==> config.mk <==
export PLATFORM = sky130hd
export DESIGN_NAME = time_disp_scan
export DESIGN_NICKNAME = d
export VERILOG_FILES = /design/src/rtl/stopwatch_pkg.sv /design/src/rtl/bcd_to_seg.sv /design/src/rtl/time_disp_scan.sv
export SDC_FILE = /design/constraint.sdc
export NUM_CORES = 1
export LEC_CHECK = 0
export CORE_MARGIN = 4
export CORE_UTILIZATION = 53
export CTS_BUF_LIST = sky130_fd_sc_hd__clkbuf_2
export DETAILED_ROUTE_END_ITERATION = 12
export PLACE_DENSITY = 0.86
export SLEW_MARGIN = 0
export SYNTH_ARGS = -nofsm -noshare
export SYNTH_HDL_FRONTEND = slang
export SYNTH_SLANG_ARGS = --single-unit
==> constraint.sdc <==
create_clock -name CLK -period 2.5 [get_ports CLK]
set_clock_uncertainty 0.1 [all_clocks]
set_input_delay 0.5 -clock CLK [delete_from_list [all_inputs] [get_ports CLK]]
set_output_delay 0.5 -clock CLK [all_outputs]
set_load 0.02 [all_outputs]
==> src/rtl/stopwatch_pkg.sv <==
`default_nettype none
// +----------------------------------------------------------------------+
// | Module      : stopwatch_pkg                                          |
// | Description : Shared definitions for the stopwatch display path:     |
// |               display FSM state encoding, digit slot indices and     |
// |               active-low 7-segment patterns ({g,f,e,d,c,b,a}).       |
// | Revision    : 1.0 - initial release                                  |
// +----------------------------------------------------------------------+
package stopwatch_pkg;

  // Display FSM states: TRACK follows the counter, HOLD freezes the lap time.
  localparam logic [0:0] S_TRACK = 1'b0;
  localparam logic [0:0] S_HOLD  = 1'b1;

  // Digit slot indices, also the anode bit driven low for that slot.
  localparam logic [1:0] DIG_SEC_LSB = 2'd0;
  localparam logic [1:0] DIG_SEC_MSB = 2'd1;
  localparam logic [1:0] DIG_MIN     = 2'd2;

  // Active-low segment patterns, bit order {g,f,e,d,c,b,a}.
  localparam logic [6:0] SEG_0     = 7'b1000000;
  localparam logic [6:0] SEG_1     = 7'b1111001;
  localparam logic [6:0] SEG_2     = 7'b0100100;
  localparam logic [6:0] SEG_3     = 7'b0110000;
  localparam logic [6:0] SEG_4     = 7'b0011001;
  localparam logic [6:0] SEG_5     = 7'b0010010;
  localparam logic [6:0] SEG_6     = 7'b0000010;
  localparam logic [6:0] SEG_7     = 7'b1111000;
  localparam logic [6:0] SEG_8     = 7'b0000000;
  localparam logic [6:0] SEG_9     = 7'b0010000;
  localparam logic [6:0] SEG_E     = 7'b0000110;
  localparam logic [6:0] SEG_BLANK = 7'b1111111;

endpackage
`default_nettype wire

==> src/rtl/bcd_to_seg.sv <==
`default_nettype none
// +----------------------------------------------------------------------+
// | Module      : bcd_to_seg                                             |
// | Description : Combinational BCD to active-low 7-segment decoder.     |
// |               Codes above 9 show the letter E.                       |
// | Ports       : bcd [3:0] in  - BCD digit                              |
// |               seg [6:0] out - segments {g,f,e,d,c,b,a}, active-low   |
// | Revision    : 1.0 - initial release                                  |
// +----------------------------------------------------------------------+
module bcd_to_seg
  import stopwatch_pkg::*;
(
  input  logic [3:0] bcd,
  output logic [6:0] seg
);

  always_comb begin
    seg = SEG_E;
    case (bcd)
      4'd0:    seg = SEG_0;
      4'd1:    seg = SEG_1;
      4'd2:    seg = SEG_2;
      4'd3:    seg = SEG_3;
      4'd4:    seg = SEG_4;
      4'd5:    seg = SEG_5;
      4'd6:    seg = SEG_6;
      4'd7:    seg = SEG_7;
      4'd8:    seg = SEG_8;
      4'd9:    seg = SEG_9;
      default: seg = SEG_E;
    endcase
  end

endmodule
`default_nettype wire

==> src/rtl/time_disp_scan.sv <==
`default_nettype none
// +----------------------------------------------------------------------+
// | Module      : time_disp_scan                                         |
// | Description : Scans three BCD time digits (M.SS) onto a multiplexed  |
// |               common-anode 7-segment display. Digits are captured    |
// |               once per frame so a frame never mixes two times; LAP   |
// |               toggles a hold that freezes the shown time.            |
// | Ports       : CLK          in   system clock, rising edge            |
// |               CLR_N        in   synchronous active-low reset         |
// |               SEC_LSB[3:0] in   BCD seconds ones                     |
// |               SEC_MSB[3:0] in   BCD seconds tens                     |
// |               MINUTES[3:0] in   BCD minutes                          |
// |               LAP          in   lap/hold request, rising-edge acted  |
// |               SEG[6:0]     out  segments {g,f,e,d,c,b,a}, active-low |
// |               DP           out  decimal point, active-low            |
// |               AN[2:0]      out  one-hot active-low digit anodes      |
// |               HOLD         out  high while the display is frozen     |
// | Revision    : 1.0 - initial release                                  |
// +----------------------------------------------------------------------+
module time_disp_scan
  import stopwatch_pkg::*;
#(
  parameter int SCAN_DIV = 16,
  parameter int GHOST    = 1,
  parameter int BLANK_LZ = 0
) (
  input  logic       CLK,
  input  logic       CLR_N,
  input  logic [3:0] SEC_LSB,
  input  logic [3:0] SEC_MSB,
  input  logic [3:0] MINUTES,
  input  logic       LAP,
  output logic [6:0] SEG,
  output logic       DP,
  output logic [2:0] AN,
  output logic       HOLD
);

  localparam int PW = (SCAN_DIV > 1) ? $clog2(SCAN_DIV) : 1;
  localparam logic [PW-1:0] c_pcnt_max = PW'(SCAN_DIV - 1);
  localparam logic [PW-1:0] c_ghost    = PW'(GHOST);

  logic [PW-1:0] r_pcnt;
  logic [1:0]    r_dsel;
  logic [0:0]    r_state;
  logic [0:0]    w_state_nxt;
  logic          r_lap_q;
  logic [3:0]    r_snap_lsb;
  logic [3:0]    r_snap_msb;
  logic [3:0]    r_snap_min;
  logic [6:0]    r_seg;
  logic          r_dp;
  logic [2:0]    r_an;

  logic          w_lap_rise;
  logic          w_frame_end;
  logic          w_capture;
  logic          w_hold;
  logic [3:0]    w_digit;
  logic [6:0]    w_seg_dec;
  logic          w_blank;

  assign w_lap_rise  = LAP & ~r_lap_q;
  assign w_frame_end = (r_pcnt == c_pcnt_max) && (r_dsel == DIG_MIN);

  // Slot prescaler and digit select; free-running, LAP never touches it.
  always_ff @(posedge CLK) begin
    if (!CLR_N) begin
      r_pcnt  <= '0;
      r_dsel  <= DIG_SEC_LSB;
      r_lap_q <= 1'b0;
    end else begin
      r_lap_q <= LAP;
      if (r_pcnt == c_pcnt_max) begin
        r_pcnt <= '0;
        r_dsel <= (r_dsel == DIG_MIN) ? DIG_SEC_LSB : r_dsel + 2'd1;
      end else begin
        r_pcnt <= r_pcnt + PW'(1);
      end
    end
  end

  // FSM state register
  always_ff @(posedge CLK) begin
    if (!CLR_N) begin
      r_state <= S_TRACK;
    end else begin
      r_state <= w_state_nxt;
    end
  end

  // FSM next state: every lap edge toggles between tracking and holding.
  always_comb begin
    w_state_nxt = r_state;
    case (r_state)
      S_TRACK: if (w_lap_rise) w_state_nxt = S_HOLD;
      S_HOLD:  if (w_lap_rise) w_state_nxt = S_TRACK;
      default: w_state_nxt = S_TRACK;
    endcase
  end

  // FSM outputs. A lap edge landing on a frame boundary still yields a
  // single capture because both conditions share one enable.
  always_comb begin
    w_capture = 1'b0;
    w_hold    = 1'b0;
    case (r_state)
      S_TRACK: w_capture = w_lap_rise | w_frame_end;
      S_HOLD:  w_hold    = 1'b1;
      default: w_capture = 1'b0;
    endcase
  end

  assign HOLD = w_hold;

  // All three digits are taken in the same cycle so the frame is tear-free.
  always_ff @(posedge CLK) begin
    if (!CLR_N) begin
      r_snap_lsb <= 4'd0;
      r_snap_msb <= 4'd0;
      r_snap_min <= 4'd0;
    end else if (w_capture) begin
      r_snap_lsb <= SEC_LSB;
      r_snap_msb <= SEC_MSB;
      r_snap_min <= MINUTES;
    end
  end

  always_comb begin
    w_digit = r_snap_lsb;
    case (r_dsel)
      DIG_SEC_LSB: w_digit = r_snap_lsb;
      DIG_SEC_MSB: w_digit = r_snap_msb;
      DIG_MIN:     w_digit = r_snap_min;
      default:     w_digit = r_snap_lsb;
    endcase
  end

  bcd_to_seg u_dec (
    .bcd (w_digit),
    .seg (w_seg_dec)
  );

  // Ghost interval at the start of each slot hides segment turn-over;
  // optional leading-zero blanking applies to the minutes slot only.
  assign w_blank = (r_pcnt < c_ghost) ||
                   ((BLANK_LZ != 0) && (r_dsel == DIG_MIN) && (r_snap_min == 4'd0));

  always_ff @(posedge CLK) begin
    if (!CLR_N) begin
      r_an  <= 3'b111;
      r_seg <= SEG_BLANK;
      r_dp  <= 1'b1;
    end else if (w_blank) begin
      r_an  <= 3'b111;
      r_seg <= SEG_BLANK;
      r_dp  <= 1'b1;
    end else begin
      r_an  <= ~(3'b001 << r_dsel);
      r_seg <= w_seg_dec;
      r_dp  <= (r_dsel == DIG_MIN) ? 1'b0 : 1'b1;
    end
  end

  assign AN  = r_an;
  assign SEG = r_seg;
  assign DP  = r_dp;

endmodule
`default_nettype wire

==> run summary <==
Worst Setup End Kind: register
critical-path cell list: inv_1 -> ha_1 -> nor2_1 -> a21o_1 -> ha_1 -> inv_1 -> o21ai_0 -> o22a_1
Max-Cap Viols: 0
antenna cells: 0
CP Class: register to register
clock root cell: clkbuf_2
top cells by area, synth: dfxtp_1 (43%), ha_1 (11%), o21ai_0 (6.1%), nand3_1 (4.6%), nand2_1 (4.5%)
vias in the first global route: 1030
Final ANT Viol Nets: 0
clock tree buffer depth: 2
Ports: 27
number of hold violations in the final report: 0
synth warn: 0
RSZ-0062 raised after global routing: no
Post-synth EDFFs: 0
layout cell share with drive strength beyond 1: 9.39%
Die W: 59.5 µm
post-CTS resize count: 0
min-delay worst type: register to register
Top delay family on crit path: adder cells
final wirelength: 2490 µm
gr usage total: 15.9%
WL/cell: 11.8 µm
placed cell count: 203
post-synth top area cell: dfxtp_1
Critical Path RT: 2660 ps
Mapped Cells: 154
Die Footprint: 3540 µm²
Clock Latency Late Sink: 360 ps
sw power: 0.262 mW
post-synthesis average cell area: 9.12 µm²
main combinational cell family by area after synthesis: compound AO/OA/AOI/OAI gates
P per Cell Area: 546 nW/µm²
Final min period: 2150 ps
CTS sink cnt: 30
DRC viols: 0
Starting DRT DRC Count: 31
post-synthesis mux area share: 4.27%
Worst Path Arrival: 2300 ps
synthesized flop and latch total: 30
outcome: finished, final reports clean
DR pass1 iterations: 4
Mapped Area: 1410 µm²
Synth Flop Type: dfxtp_1
sequential-to-total area share from yosys stat: 42.7%
hold_ws: 372 ps
CTS tree: done
area growth from synthesis to layout: 21.5%
peak supply drop: 0.351 mV
Rel. slew slack: 68.0%
Final Total Pwr: 0.932 mW
Synth async-reset ratio: 0%
vias: 1118
initial antenna violation count: 0
syn_nets: 181
Synth Area in Compound Gates: 18.6%
Crit-path slowest cell: ha_1
Clock power frac: 23.9%
GPL Wtd Cong: 0.815
setup violators final: 0
Tcrit/Tclk final: 86.0%
Rows: 18
setup bufs post-CTS: 0
DR vias/cell: 5.30
Post-Layout Cell Count: 211
worst-margin pin slew: 479 ps
# fillers: 214
post-DP HPWL: 1970 µm
largest net degree at the start of global routing: 33
setup_tns: 0 ps
Yosys top cell area share: 42.7%
share of power burned in registers: 56.9%
Leak Pwr: 0.699 nW
Switching Fraction: 28.1%
H-tree depth: 2
CP bufs+invs: 2
simple-gate share of the synthesized area: 16.3%
max incr delay on CP: 510 ps
GRT overflow: 0
Clock transition at path regs: 150 ps
Pins Over Slew Limit: 0
Port Buf Inserts: 26
cts hold-fix bufs: 0
Combinational Power Share: 19.2%
Startpoint Class: register
Fmax: 465 MHz
first-pass GRT wire length: 4190 µm
Synth cell types: 36
Inserted Clock Buffers: 5
Placeable Area: 2500 µm²
Die Ht: 59.5 µm
Post-Synth Adder-Cell Area: 10.7%
Int Power: 0.670 mW
Initial Util: 56.2%
nets@finish: 207
critical-path maximum fanout: 11
Post-Synth XOR/XNOR Area: 1.25%
sequential cells by signal (all words and copies together), names as in the netlist:
register	flops
r_pcnt	4
r_snap_msb	4
DP	1
AN	2
r_state	1
r_lap_q	1
r_dsel	2
r_snap_min	4
r_snap_lsb	4
SEG	7
cells by family after synthesis:
kind of cell,Yosys count
AOI/OAI and AO/OA,38
DFF,30
muxes,6
buffers and inverters,19
xor gates and xnor gates,2
and+or+nand+nor,47
adders and majority gates,12
cells in the final DEF, fill, tap and decap left out:
master,n
a21boi_1,1
a21o_1,1
a21o_4,1
a21oi_1,4
a21oi_2,1
a21oi_4,2
a22oi_1,3
a22oi_2,1
a31oi_1,1
and2_1,4
and3_1,2
and3_2,1
buf_4,2
clkbuf_2,6
clkdlybuf4s50_1,26
clkinv_1,1
clkinv_2,1
dfxtp_1,30
ha_1,12
inv_1,10
mux2i_1,6
nand2_1,17
nand2b_1,1
nand3_1,13
nand4_2,1
nor2_1,5
nor2b_1,2
nor3_1,1
o21a_1,1
o21ai_0,17
o21ai_1,2
o21ai_2,1
o22a_1,1
o41ai_1,1
xnor2_1,1
xor2_1,1
per-stage QoR:
step | utilization (%) | worst slack (ps) | instance area, µm²
floorplan | - | 591 | 1410
global placement | 66.8 | 492 | 1670
detailed placement | 66.8 | 410 | 1670
CTS | 68.3 | 364 | 1710
global route | 68.3 | 135 | 1710
finish | 68.3 | 351 | 1710
worst register-to-register path: cells and delay by family (launching register included):
kind / cells / cell delay (ps)
compound gates: 3 / 530
buf+inv: 2 / 150
simple gates: 1 / 70
flops: 1 / 420
fa+ha+maj: 2 / 760
final timing paths:
check / slack, ps / from / end / cells after the start
max reg2reg: 350 / r_dsel[0]$_SDFFE_PN0N_ / SEG[4]$_SDFF_PP1_ / 8
min: 370 / r_snap_msb[1]$_SDFFE_PN0P_ / r_snap_msb[1]$_SDFFE_PN0P_ / 2
min reg2reg: 370 / r_snap_msb[1]$_SDFFE_PN0P_ / r_snap_msb[1]$_SDFFE_PN0P_ / 2
max: 350 / r_dsel[0]$_SDFFE_PN0N_ / SEG[4]$_SDFF_PP1_ / 8
power by group through the flow:
| stage | clock network [mW] | registers (mW) | logic, mW |
|---|---|---|---|
| after floorplan | 0 | 0.559 | 0.0900 |
| after global placement | 0 | 0.540 | 0.173 |
| after detailed placement | 0 | 0.542 | 0.180 |
| after CTS | 0.232 | 0.531 | 0.181 |
| after global routing | 0.250 | 0.535 | 0.197 |
| final | 0.223 | 0.530 | 0.179 |
layer usage:
metal / wire length [µm] / up-vias / track usage, %
met2: 1270 / 26 / 26.7
met5: 0 / - / 0
li1: - / 577 / -
met3: 160 / 9 / 5.23
met1: 991 / 506 / 17.0
met4: 66 / 0 / 9.81
cell usage after synthesis, types with 2 or more instances:
library cell / n
a21oi_1: 4
a21oi_4: 2
a22oi_1: 3
and2_1: 4
and3_1: 2
buf_2: 2
clkbuf_1: 4
dfxtp_1: 30
ha_1: 12
inv_1: 10
mux2i_1: 6
nand2_1: 17
nand3_1: 13
nor2_1: 5
nor2b_1: 2
o21ai_0: 17
o21ai_1: 2
final cells by class:
type / instances / area [µm²] / area share (%)
clock inverters: 2 / 8.76 / 0.513
well taps: 30 / 37.5 / 2.20
multi-input cells: 105 / 718 / 42.1
clock buffers: 6 / 30.0 / 1.76
inverters: 10 / 37.5 / 2.20
flip-flops and latches: 30 / 601 / 35.2
repair buffers: 28 / 275 / 16.1
No activity file was read; power rests on OpenSTA's default activity.
